$ cat src/rtl/wshb_arbiter.sv
// Two-master / one-slave Wishbone arbiter: registered round-robin grant with a
// hold limit, combinational bus mux decoded from the grant state.
module wshb_arbiter #(
    parameter int ADR_W      = 32,
    parameter int DATA_BYTES = 4,
    parameter int MAX_HOLD   = 64
) (
    input  logic                    sys_clk,
    input  logic                    sys_rst_n,

    input  logic                    m0_cyc,
    input  logic                    m0_stb,
    input  logic                    m0_we,
    input  logic [ADR_W-1:0]        m0_adr,
    input  logic [8*DATA_BYTES-1:0] m0_dat_ms,
    input  logic [DATA_BYTES-1:0]   m0_sel,
    input  logic [2:0]              m0_cti,
    input  logic [1:0]              m0_bte,
    output logic [8*DATA_BYTES-1:0] m0_dat_sm,
    output logic                    m0_ack,
    output logic                    m0_err,
    output logic                    m0_rty,

    input  logic                    m1_cyc,
    input  logic                    m1_stb,
    input  logic                    m1_we,
    input  logic [ADR_W-1:0]        m1_adr,
    input  logic [8*DATA_BYTES-1:0] m1_dat_ms,
    input  logic [DATA_BYTES-1:0]   m1_sel,
    input  logic [2:0]              m1_cti,
    input  logic [1:0]              m1_bte,
    output logic [8*DATA_BYTES-1:0] m1_dat_sm,
    output logic                    m1_ack,
    output logic                    m1_err,
    output logic                    m1_rty,

    output logic                    s_cyc,
    output logic                    s_stb,
    output logic                    s_we,
    output logic [ADR_W-1:0]        s_adr,
    output logic [8*DATA_BYTES-1:0] s_dat_ms,
    output logic [DATA_BYTES-1:0]   s_sel,
    output logic [2:0]              s_cti,
    output logic [1:0]              s_bte,
    input  logic [8*DATA_BYTES-1:0] s_dat_sm,
    input  logic                    s_ack,
    input  logic                    s_err,
    input  logic                    s_rty
);

    localparam int HW             = (MAX_HOLD > 0) ? $clog2(MAX_HOLD + 1) : 1;
    localparam bit HOLD_EN        = (MAX_HOLD > 0);
    localparam logic [HW-1:0] HOLD_LIMIT = HW'(MAX_HOLD);

    typedef enum logic [1:0] {
        IDLE = 2'd0,
        G0   = 2'd1,
        G1   = 2'd2
    } state_e;

    state_e          state_q, state_d;
    logic            last_q, last_d;
    logic [HW-1:0]   hold_cnt_q, hold_cnt_d;

    logic            own_cyc;
    logic            oth_cyc;
    logic            own_id;
    state_e          oth_state;
    logic            beat_term;

    always_ff @(posedge sys_clk or negedge sys_rst_n) begin
        if (!sys_rst_n) begin
            state_q    <= IDLE;
            last_q     <= 1'b1;
            hold_cnt_q <= '0;
        end else begin
            state_q    <= state_d;
            last_q     <= last_d;
            hold_cnt_q <= hold_cnt_d;
        end
    end

    always_comb begin
        own_id    = (state_q == G1);
        own_cyc   = own_id ? m1_cyc : m0_cyc;
        oth_cyc   = own_id ? m0_cyc : m1_cyc;
        oth_state = own_id ? G0 : G1;
        beat_term = s_stb & (s_ack | s_err | s_rty);
    end

    always_comb begin
        state_d    = state_q;
        last_d     = last_q;
        hold_cnt_d = hold_cnt_q;
        case (state_q)
            IDLE: begin
                hold_cnt_d = '0;
                if (m0_cyc && m1_cyc) begin
                    state_d = last_q ? G0 : G1;
                end else if (m0_cyc) begin
                    state_d = G0;
                end else if (m1_cyc) begin
                    state_d = G1;
                end
            end
            G0, G1: begin
                if (!own_cyc) begin
                    last_d     = own_id;
                    hold_cnt_d = '0;
                    state_d    = oth_cyc ? oth_state : IDLE;
                end else if (HOLD_EN && oth_cyc && (hold_cnt_q == HOLD_LIMIT) && beat_term) begin
                    // Preempt only on a terminated beat so no transfer is split.
                    last_d     = own_id;
                    hold_cnt_d = '0;
                    state_d    = oth_state;
                end else if (HOLD_EN && oth_cyc && (hold_cnt_q != HOLD_LIMIT)) begin
                    hold_cnt_d = hold_cnt_q + 1'b1;
                end
            end
            default: begin
                state_d    = IDLE;
                hold_cnt_d = '0;
            end
        endcase
    end

    always_comb begin
        s_cyc     = 1'b0;
        s_stb     = 1'b0;
        s_we      = 1'b0;
        s_adr     = '0;
        s_dat_ms  = '0;
        s_sel     = '0;
        s_cti     = '0;
        s_bte     = '0;
        m0_dat_sm = '0;
        m0_ack    = 1'b0;
        m0_err    = 1'b0;
        m0_rty    = 1'b0;
        m1_dat_sm = '0;
        m1_ack    = 1'b0;
        m1_err    = 1'b0;
        m1_rty    = 1'b0;
        case (state_q)
            G0: begin
                s_cyc     = m0_cyc;
                s_stb     = m0_stb;
                s_we      = m0_we;
                s_adr     = m0_adr;
                s_dat_ms  = m0_dat_ms;
                s_sel     = m0_sel;
                s_cti     = m0_cti;
                s_bte     = m0_bte;
                m0_dat_sm = s_dat_sm;
                m0_ack    = s_ack;
                m0_err    = s_err;
                m0_rty    = s_rty;
            end
            G1: begin
                s_cyc     = m1_cyc;
                s_stb     = m1_stb;
                s_we      = m1_we;
                s_adr     = m1_adr;
                s_dat_ms  = m1_dat_ms;
                s_sel     = m1_sel;
                s_cti     = m1_cti;
                s_bte     = m1_bte;
                m1_dat_sm = s_dat_sm;
                m1_ack    = s_ack;
                m1_err    = s_err;
                m1_rty    = s_rty;
            end
            default: begin
            end
        endcase
    end

endmodule

$ cat config.mk
export PLATFORM = sky130hd
export DESIGN_NAME = wshb_arbiter
export DESIGN_NICKNAME = d
export VERILOG_FILES = /design/src/rtl/wshb_arbiter.sv
export SDC_FILE = /design/constraint.sdc
export NUM_CORES = 1
export LEC_CHECK = 0
export CORE_AREA = 3 3 129 131
export DETAILED_ROUTE_END_ITERATION = 16
export DIE_AREA = 0 0 132 134
export DONT_BUFFER_PORTS = 1
export GPL_TIMING_DRIVEN = 1
export PLACE_DENSITY = 0.3
export SLEW_MARGIN = 5
export SYNTH_ARGS = -nofsm -noshare
export SYNTH_HDL_FRONTEND = slang
export SYNTH_SLANG_ARGS = --single-unit
$ cat constraint.sdc
create_clock -name sys_clk -period 2.8 [get_ports sys_clk]
set_input_delay 0 -clock sys_clk [delete_from_list [all_inputs] [get_ports sys_clk]]
set_output_delay 0 -clock sys_clk [all_outputs]
set_load 0.1 [all_outputs]
==> qor.yml, run 1 <==
critPathRequiredTime_ns: 2.80
synth.distinct_cells: 32
crit_path_end_kind: "output port"
max_slew_margin: 0.582
fin_nets: 645
clkSinkCount: 10
min_from: "m1_cyc"
clk_path_buf_depth: 2
core_area_sq_mm: 0.0157
tightest_slew_ns: 0.626
routed_via_density: 4.41
htreeDepth: 1
synth_top_area_frac: 0.270
first_global_vias: 2995
r2r_cells: 7
rsz0062_at_grt: "no"
syn_to_final_growth_pct: 76.0
grt.total_usage: 0.113
clk_pin_slew_worst_paths_ns: 0.04
fp.dieArea_sq_mm: 0.0177
r2r_start: "state_q[0]"
dr.pass1.iters: 4
drive_gt1_frac: 0.538
final_cell_mix: "buf_4 (149), a22oi_1 (76), nor2_2 (76), and2_1 (70)"
wire_per_inst_microns: 17.1
vias: 2929
antenna_found_initial: 0
grt_remaining_overflow: 0
yosysWarningCount: 0
syn_inst: 325
start_kind: "flip-flop"
post-route-min-period_ns: 2.29
finalClockSkew_ns: 0.00388
place_congestion: 0.712
rows: 46
cts_made_buffers: 3
drtIter0Drc: 100
ios: 335
drcViolationCount: 0
crit_type: "flip-flop to output port"
ys_seq_area_frac: 0.119
grt_pass1_wl_microns: 16100
slew_viol_final: 0
chipWidth_microns: 132
fmax_mhz: 437
avgSynthCellArea_sq_um: 6.49
hold_ws_ns: 0.0608
startpoint: "state_q[0]"
syn_area_sq_mm: 0.00211
setup_viol: 0
synth_largest_area_cell: "a22oi_1"
diodes: 0
worst_hold_path.num_cells: 2
grt_max_degree: 111
antenna_left: 0
cts_setup_buffers: 0
final_common_cell: "buf_4"
hold_viol: 0
maxCapViolations: 0
syn_nets: 521
finalCritPeriodShare: 0.818
cts_tree: "done"
critical_path_arrival_ns: 2.29
fillers: 1759
insertion_delay_ns: 0.24
die_h_microns: 134
ys_ff_latch: 10
hold_path_class: "input port to flip-flop"
ys_top_cells_by_area: "a22oi_1 (27%), and2_1 (21%), nor2_1 (15%), dfrtp_1 (11%), clkbuf_1 (4.6%)"
setup-tns-final_ns: 0
status: "complete, no violations"
start_util: 0.134
finalWirelength_microns: 11400
path_max_fanout: 62
place_hpwl_microns: 9470
cts_root_buf: "clkbuf_16"
io_buffers: 0
==> sequential cells by signal, summed over array words and instances (netlist names) <==
register / cells
hold_cnt_q: 7
state_q: 2
last_q: 1
==> final cells by class <==
type	count	area [sq um]	share of cell area
clock buffer	4	88.8	0.0239
tap	216	270	0.0728
sequential	10	251	0.0677
inverter	5	21.3	0.00573
timing repair buffer	152	1170	0.315
multi-input combinational	277	1910	0.515
==> timing repair <==
item,CTS,global route
setup endpoints to repair,0,0
hold endpoints to repair,10,0
hold buffers,1,0
gates resized for setup,0,0
==> metal layers <==
metal  track usage  vias to the layer above  share of wire
met5             0                        -              0
met4        0.0315                        0          0.019
met3        0.0285                       14          0.094
met2         0.215                      212           0.53
met1         0.124                     1325           0.35
li1              -                     1378              -
==> stage by stage <==
step	cell area (sq um)	utilization	std cells	worst slack [ns]
floorplan	2110	-	325	0.0540
global placement	3620	0.230	659	0.586
detailed placement	3620	0.230	659	0.515
CTS	3710	0.236	664	0.511
global route	3710	0.236	664	0.364
finish	3710	0.236	664	0.510
==> path summary, 6_finish.rpt <==
| check | slack [ns] | end |
|---|---|---|
| max in group asynchronous | 2.28 | last_q |
| max reg2reg | 0.56 | state_q[0] |
| min in group asynchronous | 0.16 | hold_cnt_q[4] |
| min | 0.06 | state_q[1] |
| max | 0.51 | s_adr[14] |
| min reg2reg | 0.58 | hold_cnt_q[5] |
==> cells in the mapped netlist, drive strengths merged <==
cell type and count:
and3 1, inv 4, o21a 1, nand2 3, o21ai 3, nor2b 1
ha 7, xnor2 1, a31oi 3, nand2b 2, buf 7, a21o 1
or3 2, nand3b 1, dfstp 1, a21oi 4, nand3 2, clkinv 1
clkbuf 26, nand4 2, mux2i 2, nor4 1, a311o 1, a22oi 76
and2 70, mux2 4, nor3 1, dfrtp 9, xor2 3, nor2 85
==> cell families (layout without fill, tap and decap cells) <==
family,after synthesis,after routing,synth area share
and+or+nand+nor,171,171,0.401
AOI/OAI and AO/OA,89,89,0.316
buffers and inverters,38,161,0.0711
DFF,10,10,0.119
adders and majority gates,7,7,0.0415
muxes,6,6,0.0344
xor gates and xnor gates,4,4,0.0166
==> critical path, stage by stage, from the launching register on <==
cell	delay (ns)
dfrtp_1	0.43
inv_1	0.13
ha_2	0.23
buf_4	0.49
a22oi_1	0.27
nor2_2	0.13
buf_4	0.30
Power of run 1 is not shown: default switching activity piles up to over one toggle a cycle in this logic, so the estimate is an artifact.
==> run 2: changes to the inputs <==
==> constraint.sdc (replaced) <==
create_clock -name sys_clk -period 2.4 [get_ports sys_clk]
set_input_delay 0 -clock sys_clk [delete_from_list [all_inputs] [get_ports sys_clk]]
set_output_delay 0 -clock sys_clk [all_outputs]
set_load 0.1 [all_outputs]
==> run 2 against run 1 <==
  * Via count is essentially flat
  * Global-route usage is 0.47 points lower
  * Cell count rose by 0.30%
  * Clock skew fell by 0.0030 ns
  * Core utilization grew 1.4 points
  * Register-to-register slack got worse by 0.31 ns
  * First-iteration DRC count is 9.0% lower
  * Worst hold slack better by 0.00051 ns
  * Sequential share of layout area shrank 0.38 points
  * Largest cell class unchanged
  * Highest routed layer unchanged
==> qor.yml, run 2 (same netlist as run 1, synthesis figures left out) <==
status: "complete, no violations"  # unchanged
critPathTopFamily: "buffers and inverters"  # unchanged
finalWirelength_microns: 11100  # was 11,400 microns
place_area_sq_mm: 0.00384  # was 0.00362 sq mm
fin_area_sq_mm: 0.00394  # was 0.00371 sq mm
place_congestion: 0.734  # was 0.712
post-route-util: 0.250  # was 0.236
layout.cells.non_filler: 666  # was 664
tightest_slew_ns: 0.529  # was 0.626 ns
crit_top_cell: "buf_4"  # unchanged
rsz0062_at_grt: "no"  # unchanged
finalCritPeriodShare: 0.936
final_cell_mix: "buf_4 (135), a22oi_1 (76), nor2_2 (75), and2_1 (70), buf_12 (18)"  # was buf_4 (149), a22oi_1 (76), nor2_2 (76), and2_1 (70)
critical-path-max-stage-delay_ns: 0.44  # was 0.49 ns
r2r_setup_slack_ns: 0.25  # was 0.56 ns
cts_tree: "done"  # unchanged
first_global_vias: 2905  # was 2,995
core_area_sq_mm: 0.0157  # unchanged
max_slew_margin: 0.647  # was 0.582
antenna_found_initial: 0  # unchanged
slowest_stage: "dfrtp_1"  # was buf_4
routed_via_density: 4.40  # was 4.41
setup-tns-final_ns: 0  # unchanged
place_inst: 661  # was 659
finalClockSkew_ns: 0.000903  # was 0.00388 ns
multi_input_area_sq_mm: 0.00192  # was 0.00191 sq mm
grt_remaining_overflow: 0  # unchanged
largest_register_ffs: 7  # unchanged
diodes: 0  # unchanged
die_h_microns: 134  # unchanged
antenna_left: 0  # unchanged
ios: 335  # unchanged
wire_per_inst_microns: 16.6  # was 17.1 microns
crit_type: "flip-flop to output port"  # unchanged
final_common_cell: "buf_4"  # unchanged
setup_viol: 0  # unchanged
cts_made_buffers: 3  # unchanged
drtIter0Drc: 91  # was 100
regMostFlops: "hold_cnt_q"  # unchanged
crit_path_end_kind: "output port"  # unchanged
maxCapViolations: 0  # unchanged
place_hpwl_microns: 9210  # was 9470 microns
critPathRequiredTime_ns: 2.40  # was 2.80 ns
start_util: 0.134  # unchanged
slew_viol_final: 0  # unchanged
drcViolationCount: 0  # unchanged
cts_setup_buffers: 0  # unchanged
syn_to_final_growth_pct: 86.4  # was 76.0%
clk_pin_slew_worst_paths_ns: 0.04  # about the same
cts_root_buf: "clkbuf_16"  # unchanged
chipWidth_microns: 132  # unchanged
critPathBufInv: 4  # was 3
insertion_delay_ns: 0.23  # was 0.24 ns
post-route-min-period_ns: 2.25
fmax_mhz: 445
dr.pass1.iters: 4  # unchanged
rows: 46  # unchanged
drive_gt1_frac: 0.540  # was 0.538
htreeDepth: 1  # unchanged
path_max_fanout: 42  # was 62
top_regs: "hold_cnt_q x7, state_q x2, last_q x1"  # unchanged
grt.total_usage: 0.108  # was 0.113
start_kind: "flip-flop"  # unchanged
fillers: 1708  # was 1,759
grt_max_degree: 111  # unchanged
hold_path_class: "input port to flip-flop"  # unchanged
regArea_sq_um: 251  # unchanged
hold_viol: 0  # unchanged
vias: 2931  # was 2,929
critical_path_arrival_ns: 2.25  # was 2.29 ns
fin_nets: 647  # was 645
cp_cell_sequence: "inv_1 > ha_2 > buf_4 > buf_4 > a22oi_1 > nor2_2 > buf_4"  # was inv_1 > ha_2 > buf_4 > a22oi_1 > nor2_2 > buf_4
fp.dieArea_sq_mm: 0.0177  # unchanged
io_buffers: 0  # unchanged
clk_path_buf_depth: 2  # unchanged
grt_pass1_wl_microns: 15800  # was 16,100 microns
clkSinkCount: 10  # unchanged
## run 2: changes by cell type in the layout (fill, tap and decap cells not counted)
cell / previous run / this run
buf_12: 2 / 18
buf_4: 149 / 135
nor2_2: 76 / 75
nor2_4: 0 / 1
## run 2: final timing paths
path | startpoint | end | depth (start not counted)
setup reg to reg | state_q[0] | state_q[1] | 7
setup / recovery | state_q[0] | s_adr[18] | 7
hold / removal | m1_cyc | state_q[0] | 2
min in group asynchronous | sys_rst_n | hold_cnt_q[0] | 1
hold reg to reg | hold_cnt_q[6] | hold_cnt_q[6] | 2
max in group asynchronous | sys_rst_n | last_q | 1
## run 2: area by class of cell
cell class                      instances  share of cell area
Tap cell                              216              0.0687
Sequential cell                        10              0.0639
Clock buffer                            4              0.0226
Inverter                                5             0.00541
Timing Repair Buffer                  154               0.352
Multi-Input combinational cell        277               0.488
## run 2: routing by layer
layer | wire length, microns | vias up | global-route usage
met1 | 4310 | 1377 | 0.124
li1 | - | 1379 | -
met5 | 0 | - | 0
met2 | 5770 | 165 | 0.207
met4 | 211 | 0 | 0.0222
met3 | 782 | 10 | 0.0236
## run 2: timing repair
| item | in CTS | in global routing |
|---|---|---|
| resized for setup | 0 | 0 |
| hold buffers | 1 | 0 |
| hold endpoints to repair | 10 | 0 |
## run 2: stage by stage
step                      worst slack (ns)  hold WS [ns]
after floorplan                     -0.294        -0.296
after global placement               0.270        -0.295
after detailed placement             0.237        -0.295
after CTS                            0.149        0.0599
after global routing                0.0229        0.0587
final                                0.153        0.0613
Power of run 2 is left out for the same reason.
==> run 3: changes to the inputs <==
--- a/config.mk
+++ b/config.mk
@@ -11,6 +11,7 @@
 export DONT_BUFFER_PORTS = 1
 export GPL_TIMING_DRIVEN = 1
 export PLACE_DENSITY = 0.3
+export RECOVER_POWER = 50
 export SLEW_MARGIN = 5
 export SYNTH_ARGS = -nofsm -noshare
 export SYNTH_HDL_FRONTEND = slang
==> run 3 against run 2 <==
  * Flip-flop and latch count did not move
  * Wire length is 0.65% lower
  * Non-clock buffer count is the same
  * Cell count is the same
  * Clock skew about the same
  * Sequential share of layout area rose by 0.18 points
  * Cell area down 2.7%
  * Setup slack better by 0.0023 ns
  * Worst hold slack gained 0.00054 ns
  * Core utilization fell by 0.67 points
  * Via count increased by 0.41%
==> qor.yml, run 3 (same netlist as run 1, synthesis figures left out) <==
status: "complete, no violations"  # unchanged
start_kind: "flip-flop"  # unchanged
hold_buffers: 1  # unchanged
cp_cell_sequence: "inv_1 > ha_2 > buf_4 > buf_4 > a22oi_1 > nor2_2 > buf_4"  # unchanged
setup_viol: 0  # unchanged
cts_root_buf: "clkbuf_16"  # unchanged
antenna_found_initial: 0  # unchanged
dr.pass1.iters: 4  # unchanged
syn_to_final_growth_pct: 81.4  # was 86.4%
layout.cells.non_filler: 666  # unchanged
min_from: "m1_cyc"  # unchanged
crit_top_cell: "buf_4"  # unchanged
regArea_sq_um: 251  # unchanged
fmax_mhz: 446  # was 445 MHz
io_buffers: 0  # unchanged
first_global_vias: 2905  # unchanged
tightest_slew_ns: 0.655  # was 0.529 ns
crit_path_end_kind: "output port"  # unchanged
slowest_stage: "dfrtp_1"  # unchanged
cts-resized-gates: 0  # unchanged
fin_nets: 647  # unchanged
hold_path_class: "input port to flip-flop"  # unchanged
drcViolationCount: 0  # unchanged
rsz0062_at_grt: "no"  # unchanged
grt_remaining_overflow: 0  # unchanged
vias: 2943  # was 2,931
critical-path-max-stage-delay_ns: 0.44  # about the same
maxCapViolations: 0  # unchanged
antenna_left: 0  # unchanged
highest_layer: "met4"  # unchanged
place_congestion: 0.734  # unchanged
routed_via_density: 4.42  # was 4.40
holdPathEnd: "state_q[0]"  # unchanged
slew_viol_final: 0  # unchanged
core_area_sq_mm: 0.0157  # unchanged
cts_tree: "done"  # unchanged
die_h_microns: 134  # unchanged
place_area_sq_mm: 0.00384  # unchanged
finalCritPeriodShare: 0.935  # was 0.936
finalClockSkew_ns: 0.000429  # was 0.000903 ns
fillers: 1729  # was 1,708
drive_gt1_frac: 0.536  # was 0.540
path_max_fanout: 42  # unchanged
drtIter0Drc: 87  # was 91
final_cell_mix: "a22oi_1 (76), nor2_2 (75), and2_1 (70), buf_4 (70)"  # was buf_4 (135), a22oi_1 (76), nor2_2 (75), and2_1 (70), buf_12 (18)
grt.total_usage: 0.108  # unchanged
r2r-end: "state_q[1]"  # unchanged
top_regs: "hold_cnt_q x7, state_q x2, last_q x1"  # unchanged
wire_per_inst_microns: 16.5  # was 16.6 microns
r2r_start: "state_q[0]"  # unchanged
clkSinkCount: 10  # unchanged
rows: 46  # unchanged
max_slew_margin: 0.563  # was 0.647
start_util: 0.134  # unchanged
htreeDepth: 1  # unchanged
insertion_delay_ns: 0.23  # about the same
critPathRequiredTime_ns: 2.40  # about the same
fin_area_sq_mm: 0.00383  # was 0.00394 sq mm
hold_viol: 0  # unchanged
grt_pass1_wl_microns: 15800  # unchanged
critical_path_arrival_ns: 2.24  # was 2.25 ns
critPathTopFamily: "buffers and inverters"  # unchanged
clk_pin_slew_worst_paths_ns: 0.04  # about the same
finalWirelength_microns: 11000  # was 11,100 microns
clk_path_buf_depth: 2  # unchanged
cts_setup_buffers: 0  # unchanged
dr_wl_met2_microns: 5760  # was 5770 microns
fp.dieArea_sq_mm: 0.0177  # unchanged
diodes: 0  # unchanged
place_hpwl_microns: 9210  # unchanged
place_inst: 661  # unchanged
setup_slack_ns: 0.155  # was 0.153 ns
worst_hold_path.num_cells: 2  # unchanged
multi_input_area_sq_mm: 0.00191  # was 0.00192 sq mm
chipWidth_microns: 132  # unchanged
hold_ws_ns: 0.0618  # was 0.0613 ns
r2r_cells: 7  # unchanged
largest_register_ffs: 7  # unchanged
cts_made_buffers: 3  # unchanged
crit_type: "flip-flop to output port"  # unchanged
ios: 335  # unchanged
r2r_setup_slack_ns: 0.19  # was 0.25 ns
final_common_cell: "a22oi_1"  # was buf_4
wl_met1_microns: 4240  # was 4310 microns
regMostFlops: "hold_cnt_q"  # unchanged
wl_met3_microns: 781  # was 782 microns
grt_max_degree: 111  # unchanged
critPathBufInv: 4  # unchanged
post-route-min-period_ns: 2.24  # was 2.25 ns
pre_cts_ws_ns: 0.237  # unchanged
## run 3: cell count changes in the layout (fill, tap and decap cells not counted), sizes merged
cell    previous run  this run
buf              153        87
clkbuf             4        70
## run 3: final cells by class
cell class | instances | share of cell area
well taps | 216 | 0.0706
multi-input cells | 277 | 0.499
flip-flops and latches | 10 | 0.0657
inverters | 5 | 0.00555
repair buffers | 154 | 0.336
clock buffers | 4 | 0.0232
## run 3: per-layer routing
metal  up-vias  GRT usage
met5         -          0
met4         0     0.0222
met3        10     0.0236
met2       171      0.207
met1      1379      0.124
li1       1383          -
## run 3: metrics by stage
stage	setup TNS, ns	utilization
global placement	0	0.244
detailed placement	0	0.244
global route	0	0.244
finish	0	0.244
floorplan	-9.61	-
CTS	0	0.250
## run 3: worst max path at each step
stage / startpoint / endpoint / depth (start not counted)
6_report: state_q[0] / s_adr[18] / 7
5_1_grt: state_q[0] / s_adr[15] / 7
4_1_cts: state_q[0] / s_cti[2] / 7
3_3_place_gp: state_q[0] / state_q[0] / 7
2_1_floorplan: state_q[0] / s_adr[20] / 7
3_5_place_dp: state_q[0] / state_q[1] / 7
Power of run 3 is left out for the same reason.
